### config.mk
export PLATFORM = sky130hd
export DESIGN_NAME = memory
export DESIGN_NICKNAME = d
export VERILOG_FILES = /design/src/rtl/swt16_pkg.sv /design/src/rtl/mem_wait_timer.sv /design/src/rtl/memory.sv
export SDC_FILE = /design/constraint.sdc
export NUM_CORES = 1
export LEC_CHECK = 0
export CAP_MARGIN = 0
export CORE_MARGIN = 1.5
export CORE_UTILIZATION = 40
export CTS_CLUSTER_SIZE = 28
export DETAILED_ROUTE_END_ITERATION = 6
export GPL_ROUTABILITY_DRIVEN = 0
export PLACE_DENSITY = 0.8
export SLEW_MARGIN = 25
export SYNTH_ARGS = -nofsm -noshare
export SYNTH_HDL_FRONTEND = slang
export SYNTH_SLANG_ARGS = --single-unit
### constraint.sdc
create_clock -name clock -period 2.16 [get_ports clock]
set_input_delay 0.432 -clock clock [delete_from_list [all_inputs] [get_ports clock]]
set_output_delay 0.432 -clock clock [all_outputs]
set_load 0.005 [all_outputs]
### src/rtl/swt16_pkg.sv
// Shared definitions for the swt16 pipeline memory stage.
// Holds the default widths and the state encoding of the memory-stage FSM.
package swt16_pkg;

    localparam int unsigned DmemAddrWidth  = 12;
    localparam int unsigned DmemWordWidth  = 16;
    localparam int unsigned IaluWordWidth  = 16;
    localparam int unsigned PcWidth        = 12;
    localparam int unsigned PmemWordWidth  = 16;
    localparam int unsigned RegIdxWidth    = 4;
    localparam int unsigned MaxWaitDefault = 15;

    // Memory-stage FSM: idle, waiting on the data memory, one-cycle completion.
    typedef enum logic [1:0] {
        StIdle = 2'd0,
        StReq  = 2'd1,
        StDone = 2'd2
    } mem_state_e;

endpackage

### src/rtl/mem_wait_timer.sv
// Counts consecutive data-memory wait cycles and flags the cycle in which the
// count reaches MaxWait.
// Ports:
//   clk_i     - clock, rising edge
//   rst_ni    - asynchronous active-low reset
//   clear_i   - return the count to zero (has priority over enable_i)
//   enable_i  - this cycle is a wait cycle (request pending, no ack)
//   expired_o - this wait cycle is the MaxWait-th one; count reaches MaxWait
module mem_wait_timer #(
    parameter int unsigned MaxWait = 15
) (
    input  logic clk_i,
    input  logic rst_ni,
    input  logic clear_i,
    input  logic enable_i,
    output logic expired_o
);

    localparam int unsigned CntW = (MaxWait < 2) ? 1 : $clog2(MaxWait + 1);
    localparam logic [CntW-1:0] LastCnt = CntW'(MaxWait - 1);

    logic [CntW-1:0] count_q;
    logic [CntW-1:0] count_d;

    // Count already holds MaxWait-1 completed wait cycles, so this one is the last.
    assign expired_o = enable_i && !clear_i && (count_q == LastCnt);

    always_comb begin
        count_d = count_q;
        if (clear_i || expired_o) begin
            count_d = '0;
        end else if (enable_i) begin
            count_d = count_q + 1'b1;
        end
    end

    always_ff @(posedge clk_i or negedge rst_ni) begin
        if (!rst_ni) begin
            count_q <= '0;
        end else begin
            count_q <= count_d;
        end
    end

endmodule

### src/rtl/memory.sv
// Memory pipeline stage. Passes ALU results straight through with one cycle of
// latency, and turns load/store actions into a held request on the data-memory
// port, stalling upstream until the memory acks or the wait budget runs out.
// Ports:
//   clock, reset              - rising-edge clock, asynchronous active-low reset
//   in_act_*                  - exec-stage action flags (load, store, register write)
//   in_dmem_rd_addr           - load address
//   in_dmem_wr_addr/_wr_word  - store address and data
//   in_instr, in_pc           - instruction word and PC carried down the pipe
//   in_res, in_res_reg_idx    - ALU result and destination register
//   dmem_ack, dmem_rdata      - data-memory response
//   dmem_req/_we/_addr/_wdata - data-memory request, held stable until ack
//   out_stall                 - upstream must hold its outputs
//   out_act_write_res_to_reg  - one-cycle register-write strobe
//   out_res, out_res_reg_idx  - write-back value and register
//   out_instr, out_pc         - instruction word and PC passed on
//   out_dmem_timeout          - sticky: a request was abandoned for lack of ack
module memory
    import swt16_pkg::*;
#(
    parameter int unsigned DMEM_ADDR_WIDTH = DmemAddrWidth,
    parameter int unsigned DMEM_WORD_WIDTH = DmemWordWidth,
    parameter int unsigned IALU_WORD_WIDTH = IaluWordWidth,
    parameter int unsigned PC_WIDTH        = PcWidth,
    parameter int unsigned PMEM_WORD_WIDTH = PmemWordWidth,
    parameter int unsigned REG_IDX_WIDTH   = RegIdxWidth,
    parameter int unsigned MAX_WAIT        = MaxWaitDefault
) (
    input  logic                       clock,
    input  logic                       reset,
    input  logic                       in_act_load_dmem,
    input  logic                       in_act_store_dmem,
    input  logic                       in_act_write_res_to_reg,
    input  logic [DMEM_ADDR_WIDTH-1:0] in_dmem_rd_addr,
    input  logic [DMEM_ADDR_WIDTH-1:0] in_dmem_wr_addr,
    input  logic [DMEM_WORD_WIDTH-1:0] in_dmem_wr_word,
    input  logic [PMEM_WORD_WIDTH-1:0] in_instr,
    input  logic [PC_WIDTH-1:0]        in_pc,
    input  logic [IALU_WORD_WIDTH-1:0] in_res,
    input  logic [REG_IDX_WIDTH-1:0]   in_res_reg_idx,
    input  logic                       dmem_ack,
    input  logic [DMEM_WORD_WIDTH-1:0] dmem_rdata,
    output logic                       dmem_req,
    output logic                       dmem_we,
    output logic [DMEM_ADDR_WIDTH-1:0] dmem_addr,
    output logic [DMEM_WORD_WIDTH-1:0] dmem_wdata,
    output logic                       out_stall,
    output logic                       out_act_write_res_to_reg,
    output logic [IALU_WORD_WIDTH-1:0] out_res,
    output logic [REG_IDX_WIDTH-1:0]   out_res_reg_idx,
    output logic [PMEM_WORD_WIDTH-1:0] out_instr,
    output logic [PC_WIDTH-1:0]        out_pc,
    output logic                       out_dmem_timeout
);

    mem_state_e                 state_q;
    logic                       stall_q;
    logic                       req_q;
    logic                       we_q;
    logic [DMEM_ADDR_WIDTH-1:0] addr_q;
    logic [DMEM_WORD_WIDTH-1:0] wdata_q;
    logic                       is_load_q;   // pending access is a load
    logic                       wr_pend_q;   // register write owed once the access completes
    logic                       act_wr_q;
    logic [IALU_WORD_WIDTH-1:0] res_q;
    logic [REG_IDX_WIDTH-1:0]   idx_q;
    logic [PMEM_WORD_WIDTH-1:0] instr_q;
    logic [PC_WIDTH-1:0]        pc_q;
    logic                       timeout_q;

    logic ack_valid;
    logic timer_clear;
    logic timer_en;
    logic timer_expired;

    // An ack only means something while a request is actually on the bus.
    assign ack_valid   = dmem_ack && req_q;
    assign timer_clear = (state_q != StReq);
    assign timer_en    = (state_q == StReq) && !ack_valid;

    mem_wait_timer #(
        .MaxWait (MAX_WAIT)
    ) u_wait_timer (
        .clk_i     (clock),
        .rst_ni    (reset),
        .clear_i   (timer_clear),
        .enable_i  (timer_en),
        .expired_o (timer_expired)
    );

    always_ff @(posedge clock or negedge reset) begin
        if (!reset) begin
            state_q   <= StIdle;
            stall_q   <= 1'b0;
            req_q     <= 1'b0;
            we_q      <= 1'b0;
            addr_q    <= '0;
            wdata_q   <= '0;
            is_load_q <= 1'b0;
            wr_pend_q <= 1'b0;
            act_wr_q  <= 1'b0;
            res_q     <= '0;
            idx_q     <= '0;
            instr_q   <= '0;
            pc_q      <= '0;
            timeout_q <= 1'b0;
        end else begin
            unique case (state_q)
                StReq: begin
                    if (ack_valid) begin
                        state_q  <= StDone;
                        stall_q  <= 1'b0;
                        req_q    <= 1'b0;
                        we_q     <= 1'b0;
                        addr_q   <= '0;
                        wdata_q  <= '0;
                        act_wr_q <= wr_pend_q;
                        if (is_load_q) begin
                            res_q <= IALU_WORD_WIDTH'(dmem_rdata);
                        end
                    end else if (timer_expired) begin
                        // Abandon the access: no write-back, remember it happened.
                        state_q   <= StDone;
                        stall_q   <= 1'b0;
                        req_q     <= 1'b0;
                        we_q      <= 1'b0;
                        addr_q    <= '0;
                        wdata_q   <= '0;
                        act_wr_q  <= 1'b0;
                        timeout_q <= 1'b1;
                    end
                end
                default: begin
                    // StIdle and StDone both accept a new instruction every edge.
                    instr_q <= in_instr;
                    pc_q    <= in_pc;
                    idx_q   <= in_res_reg_idx;
                    res_q   <= in_res;
                    if (in_act_load_dmem || in_act_store_dmem) begin
                        state_q   <= StReq;
                        stall_q   <= 1'b1;
                        req_q     <= 1'b1;
                        act_wr_q  <= 1'b0;
                        wr_pend_q <= in_act_write_res_to_reg;
                        // Store wins when both are flagged; the load is dropped.
                        is_load_q <= !in_act_store_dmem;
                        we_q      <= in_act_store_dmem;
                        addr_q    <= in_act_store_dmem ? in_dmem_wr_addr : in_dmem_rd_addr;
                        wdata_q   <= in_act_store_dmem ? in_dmem_wr_word : '0;
                    end else begin
                        state_q  <= StIdle;
                        act_wr_q <= in_act_write_res_to_reg;
                    end
                end
            endcase
        end
    end

    assign dmem_req                 = req_q;
    assign dmem_we                  = we_q;
    assign dmem_addr                = addr_q;
    assign dmem_wdata               = wdata_q;
    assign out_stall                = stall_q;
    assign out_act_write_res_to_reg = act_wr_q;
    assign out_res                  = res_q;
    assign out_res_reg_idx          = idx_q;
    assign out_instr                = instr_q;
    assign out_pc                   = pc_q;
    assign out_dmem_timeout         = timeout_q;

endmodule

==> results.py <==
metrics = {
    "timing": {
        "finalClockSkew_ns": 0.0150,
        "rsz0062_at_grt": "no",
        "post-route-period-util": 0.863,
        "period_needed_ns": 1.86,
        "fmax_mhz": 537,
        "hold_violations": 0,
        "fin_tns_setup_ns": 0,
        "slew_viol_final": 0,
        "slew_headroom": 0.659,
        "setup_viol": 0,
        "tightestPinTransition_ns": 0.500,
    },
    "drt": {
        "routed_wl_um": 10100,
        "via_per_inst": 4.75,
        "first_pass_iters": 4,
        "drc": 0,
        "wl_per_cell_um": 15.1,
        "drt_iter0_markers": 61,
        "final_antenna_net_count": 0,
        "vias": 3180,
    },
    "synth": {
        "ys_types": 32,
        "synth_nets": 457,
        "ys_warn_count": 0,
        "synth-xor-area-share": 0,
        "netlist_instances": 345,
        "synth_compound_area_frac": 0.116,
        "ys_ff_latch": 88,
        "ys_seq_area_frac": 0.578,
        "synth_mux_area_frac": 0.116,
        "synth_fa_ha_area_frac": 0.00657,
        "yosys.area_share.simple": 0.140,
        "syn_area_mm2": 0.00381,
        "synth_top_family_by_area": "simple AND/OR/NAND/NOR gates",
        "synth.avg_cell_area_um2": 11.0,
    },
    "grt": {
        "grt_max_degree": 53,
        "antenna_found_initial": 0,
        "grt_pass1_vias": 3197,
        "grt_overflow": 0,
        "grt_pass1_wl_um": 15400,
        "grt_usage": 0.196,
    },
    "critical_path": {
        "r2r_start": "u_wait_timer.count_q[0]$_DFFE_PN0P_",
        "r2r-end": "dmem_wdata[7]$_DFFE_PN0P_",
        "rrSetupSlack_ns": 0.30,
        "reg2reg_depth": 5,
        "worstPathRequired_ns": 2.44,
        "arrival_ns": 2.14,
        "worstPathMaxFanout": 14,
        "startpoint_type": "flip-flop",
        "startpoint": "u_wait_timer.count_q[0]$_DFFE_PN0P_",
        "timing_worst_setup_path_type": "flip-flop to flip-flop",
        "crit_path_end_kind": "flip-flop",
    },
    "floorplan": {
        "coreArea_mm2": 0.00924,
        "die-area_mm2": 0.0101,
        "io_pins": 191,
        "die_h_um": 101,
        "row_count": 35,
        "fp.dieW_um": 101,
        "start_util": 0.412,
    },
    "power": {
        "leakage_nw": 2.73,
        "p_per_area_mw_per_mm2": 1340,
        "vdd_drop_max_v": 0.000588,
    },
    "clock_network": {
        "cts_root_buf": "clkbuf_8",
        "cts-htree-levels": 3,
        "cts_tree": "yes",
        "clkTransAtPathRegs_ns": 0.10,
        "cts_buffers": 9,
        "insertion_delay_ns": 0.34,
        "clk_path_buf_depth": 2,
        "postCtsSetupBuffers": 0,
        "numClockSinks": 88,
    },
    "place": {
        "hpwlAfterDp_um": 7450,
        "dp.cells": 651,
        "io_buffers": 190,
    },
    "worst_hold_path": {
        "hold_class": "input pin to async pin",
    },
    "cells_and_area": {
        "fillers": 747,
        "area_growth_pct": 58.8,
        "fin_cells": 669,
        "nNetsFinal": 647,
        "drive_gt1_frac": 0.120,
        "antenna_cells": 0,
    },
    "run_status": {
        "status": "finished clean",
    },
    "run": {
        "cap_violations": 0,
    },
}
==> cells in the mapped netlist, drive strengths merged <==
master	instances	area share
and3	1	0.0016
o21a	1	0.0020
o41ai	1	0.0023
a22o	28	0.064
a32o	1	0.0026
or2	1	0.0016
inv	3	0.0030
and2	3	0.0049
a31o	1	0.0023
o2bb2a	1	0.0026
o311ai	1	0.0023
mux2	33	0.11
o21ai	13	0.017
nor2	4	0.0039
a21o	3	0.0059
mux2i	2	0.0085
clkbuf	10	0.0099
nand3	1	0.0013
dfrtp	88	0.58
a21oi	6	0.0079
a2bb2oi	1	0.0023
nand2b	1	0.0036
nand2	123	0.12
buf	13	0.030
ha	2	0.0066
o31ai	1	0.0020
a311oi	1	0.0023
and2b	1	0.0020
==> report_power, final <==
group          switching (W)  internal, W
Combinational        0.00158      0.00246
Clock               0.000586     0.000535
Sequential          0.000458      0.00245
==> routing by layer <==
| metal | up-vias | track usage | share of wire |
|---|---|---|---|
| met2 | 137 | 0.331 | 0.48 |
| met3 | 12 | 0.0499 | 0.069 |
| li1 | 1538 | - | - |
| met4 | 0 | 0.0607 | 0.015 |
| met1 | 1493 | 0.250 | 0.43 |
| met5 | - | 0 | 0 |
==> placed cells by master, fill, tap and decap left out, drive strengths merged <==
master	n
o21ai	13
ha	2
o41ai	1
a32o	1
nand2b	1
clkinv	4
a31o	1
nand2	123
dlygate4sd3	1
o2bb2a	1
clkbuf	9
buf	11
o311ai	1
and2	3
nand3	1
a311oi	1
inv	3
o31ai	1
mux2	33
nor2	4
o21a	1
and3	1
mux2i	3
a22o	28
a21oi	6
clkdlybuf4s50	189
bufinv	1
dfrtp	88
a21o	3
and2b	1
a2bb2oi	1
or2	1
clkinvlp	2
==> logic make-up after synthesis <==
family	Yosys count
muxes	35
AOI/OAI and AO/OA	59
adders and majority gates	2
buffers and inverters	26
DFF	88
and+or+nand+nor	135
==> metrics by stage <==
step / hold slack [ns] / utilization / setup slack [ns] / cell area [um^2] / power [W]
after CTS: 0.408 / 0.652 / 0.123 / 6020 / 0.00810
after detailed placement: 0.236 / 0.630 / 0.0148 / 5820 / 0.00698
after global placement: 0.236 / 0.630 / 0.0482 / 5820 / 0.00682
final: 0.434 / 0.654 / 0.296 / 6050 / 0.00807
after floorplan: 0.136 / - / 0.529 / 3810 / 0.00490
after global routing: 0.407 / 0.654 / 0.183 / 6050 / 0.00865
==> layout make-up <==
type | count | area [um^2] | share of cell area
inverter | 3 | 11.3 | 0.00186
multi-input combinational | 232 | 1470 | 0.243
timing repair buffer | 201 | 2010 | 0.332
clock buffer | 9 | 124 | 0.0205
sequential | 88 | 2200 | 0.364
tap | 129 | 161 | 0.0267
clock inverter | 7 | 72.6 | 0.0120
==> critical path, stage by stage (launching register included) <==
cell,delay (ns)
dfrtp_1,0.44
inv_1,0.07
ha_1,0.24
a32o_1,0.38
mux2i_4,0.46
a22o_1,0.23
==> worst max path at each step <==
stage,end,slack (ns)
2_1_floorplan,dmem_addr[10]$_DFFE_PN0P_,0.53
3_3_place_gp,dmem_wdata[2]$_DFFE_PN0P_,0.05
3_5_place_dp,dmem_addr[6]$_DFFE_PN0P_,0.01
4_1_cts,dmem_wdata[14]$_DFFE_PN0P_,0.12
5_1_grt,dmem_addr[11]$_DFFE_PN0P_,0.18
6_report,dmem_wdata[7]$_DFFE_PN0P_,0.30
==> what timing repair did <==
item,CTS,global route
setup endpoints to repair,0,24
hold buffers,1,0
resized for setup,0,1
hold endpoints to repair,2,0
(Power assumes the default switching activity.)
==> edit, RTL diff (same settings) <==
Register the output `out_dmem_timeout` once more; this adds one clock of latency there. The other outputs are not delayed to match.
--- a/src/rtl/memory.sv
+++ b/src/rtl/memory.sv
@@ -167,5 +167,7 @@
     assign out_instr                = instr_q;
     assign out_pc                   = pc_q;
-    assign out_dmem_timeout         = timeout_q;
+    always_ff @(posedge clock) begin
+        out_dmem_timeout <= timeout_q;
+    end
 
 endmodule
Check against the original RTL: same outputs for any inputs over 10 cycles, from zero or initial values and one cycle with reset low; that may be too few to reach the edited logic, so the function may still have changed.
==> edit against the original RTL <==
- design area grew 0.66%
- sequential cell count is 1 higher
- routed wire length decreased by 2.0%
- setup slack improved by 0.12 ns
- area after synthesis rose by 0.53%
- clock power up 16%
- largest cell class unchanged
- worst hold slack got worse by 0.38 ns
- sequential share of layout area grew 0.089 points
- total power up 2.5%
==> edit: results (changes against the original RTL) <==
| Metric | Value |
|---|---|
| Synthesized net count | 458 (+0.22%) |
| Crit Path Max Fanout | 6 (-8) |
| Syn Area/Cell | 11.1 sq um (+0.24%) |
| Final worst path period share | 80.8% (-5.4 points) |
| Outcome | finished, final reports clean |
| Share of layout cells above drive strength 1 | 11.9% (-0.16 points) |
| FFs w/ async S/R, synth | 98.9% (-1.1 points) |
| Crit-path leading delay family | buffers and inverters |
| Hpwl dp | 7460 um (about the same) |
| First-pass GRT wire length | 15,000 um (-2.8%) |
| VDD IR max | 0.646 mV (+9.9%) |
| Crit-path slowest cell | clkdlybuf4s50_1 |
| Largest net degree at the start of global routing | 41 (-23%) |
| Vias per cell | 4.76 (+0.24%) |
| Final nets | 646 (-0.15%) |
| Slew @ Worst Pin | 0.540 ns (+0.0394 ns) |
| Pre-CTS setup slack | 0.144 ns (+0.129 ns) |
| WL/cell | 14.9 um (-1.8%) |
| Reg2Reg Depth | 3 (-2) |
| Worst setup path startpoint | dmem_req$_DFFE_PN0P_ |
| Gr usage total | 19.0% (-0.62 points) |
| YS warnings | 0 (unchanged) |
| Arrival time at the worst endpoint | 1.31 ns (-0.83 ns) |
| R2R setup slack | 0.42 ns (+0.12 ns) |
| FILL cells | 701 (-6.2%) |
| Pleak | 2.76 nW (+0.95%) |
| Seq/Total Area, Yosys | 58.1% (+0.22 points) |
| Clock skew | 0.0162 ns (+0.00114 ns) |
| Capture point of the worst path | dmem_req |
| Post-synth cell types | 33 (+3.1%) |
| Hold-fix buffers at CTS | 0 (-1) |
| Largest cells by area after synthesis | dfrtp_1 58%, nand2_1 12%, mux2_2 6.8%, a22o_1 6.4%, mux2_4 3.9% |
| Vias in the first global route | 3,090 (-3.3%) |
-- edit: cell types whose count changed after synthesis --
| cell | unedited run | this run |
|---|---|---|
| dfxtp_1 | 0 | 1 |
-- edit: logic make-up after synthesis --
| group | after synthesis | share of synthesized area [%] |
|---|---|---|
| and+or+nand+nor | 135 | 14.0 |
| DFF | 89 | 58.1 |
| AOI/OAI and AO/OA | 59 | 11.5 |
| muxes | 35 | 11.5 |
| buffers and inverters | 26 | 4.25 |
| adders and majority gates | 2 | 0.654 |
-- edit: routing by layer --
layer	share of wire (%)	GRT usage, %	vias up
li1	-	-	1536
met1	44	24.2	1499
met2	47	31.4	136
met3	8.2	4.92	12
met4	1.4	6.93	0
met5	0	0	-
-- edit: area by class of cell --
class	count	share of cell area [%]
clock inverters	5	1.40
well taps	129	2.65
clock buffers	11	2.49
multi-input cells	231	23.7
inverters	3	0.185
flip-flops and latches	89	36.5
repair buffers	200	33.1
-- edit: power groups by stage --
| stage | Combinational [mW] | Sequential, mW | Clock, mW |
|---|---|---|---|
| floorplan | 1.96 | 2.97 | 0 |
| global placement | 3.95 | 2.94 | 0 |
| detailed placement | 4.09 | 2.96 | 0 |
| CTS | 4.10 | 2.94 | 1.33 |
| global route | 4.38 | 3.03 | 1.42 |
| finish | 4.04 | 2.94 | 1.30 |
-- edit: worst min-delay path by stage --
stage | cells past startpoint | endpoint | slack [ns]
floorplan | 0 | dmem_addr[0]$_DFFE_PN0P_ | 0.14
global placement | 0 | out_dmem_timeout$_DFF_P_ | 0.36
detailed placement | 0 | out_dmem_timeout$_DFF_P_ | 0.36
CTS | 1 | out_pc[8]$_DFFE_PN0N_ | 0.06
global route | 1 | out_pc[2]$_DFFE_PN0N_ | 0.07
finish | 1 | out_pc[8]$_DFFE_PN0N_ | 0.06
-- edit: stage by stage --
stage	power (mW)	util [%]	hold slack, ns	instance area (sq um)
global placement	6.89	63.3	0.358	5850
finish	8.27	65.9	0.0587	6090
floorplan	4.93	-	0.136	3830
CTS	8.37	65.9	0.0571	6090
detailed placement	7.04	63.3	0.359	5850
global route	8.83	65.9	0.0681	6090
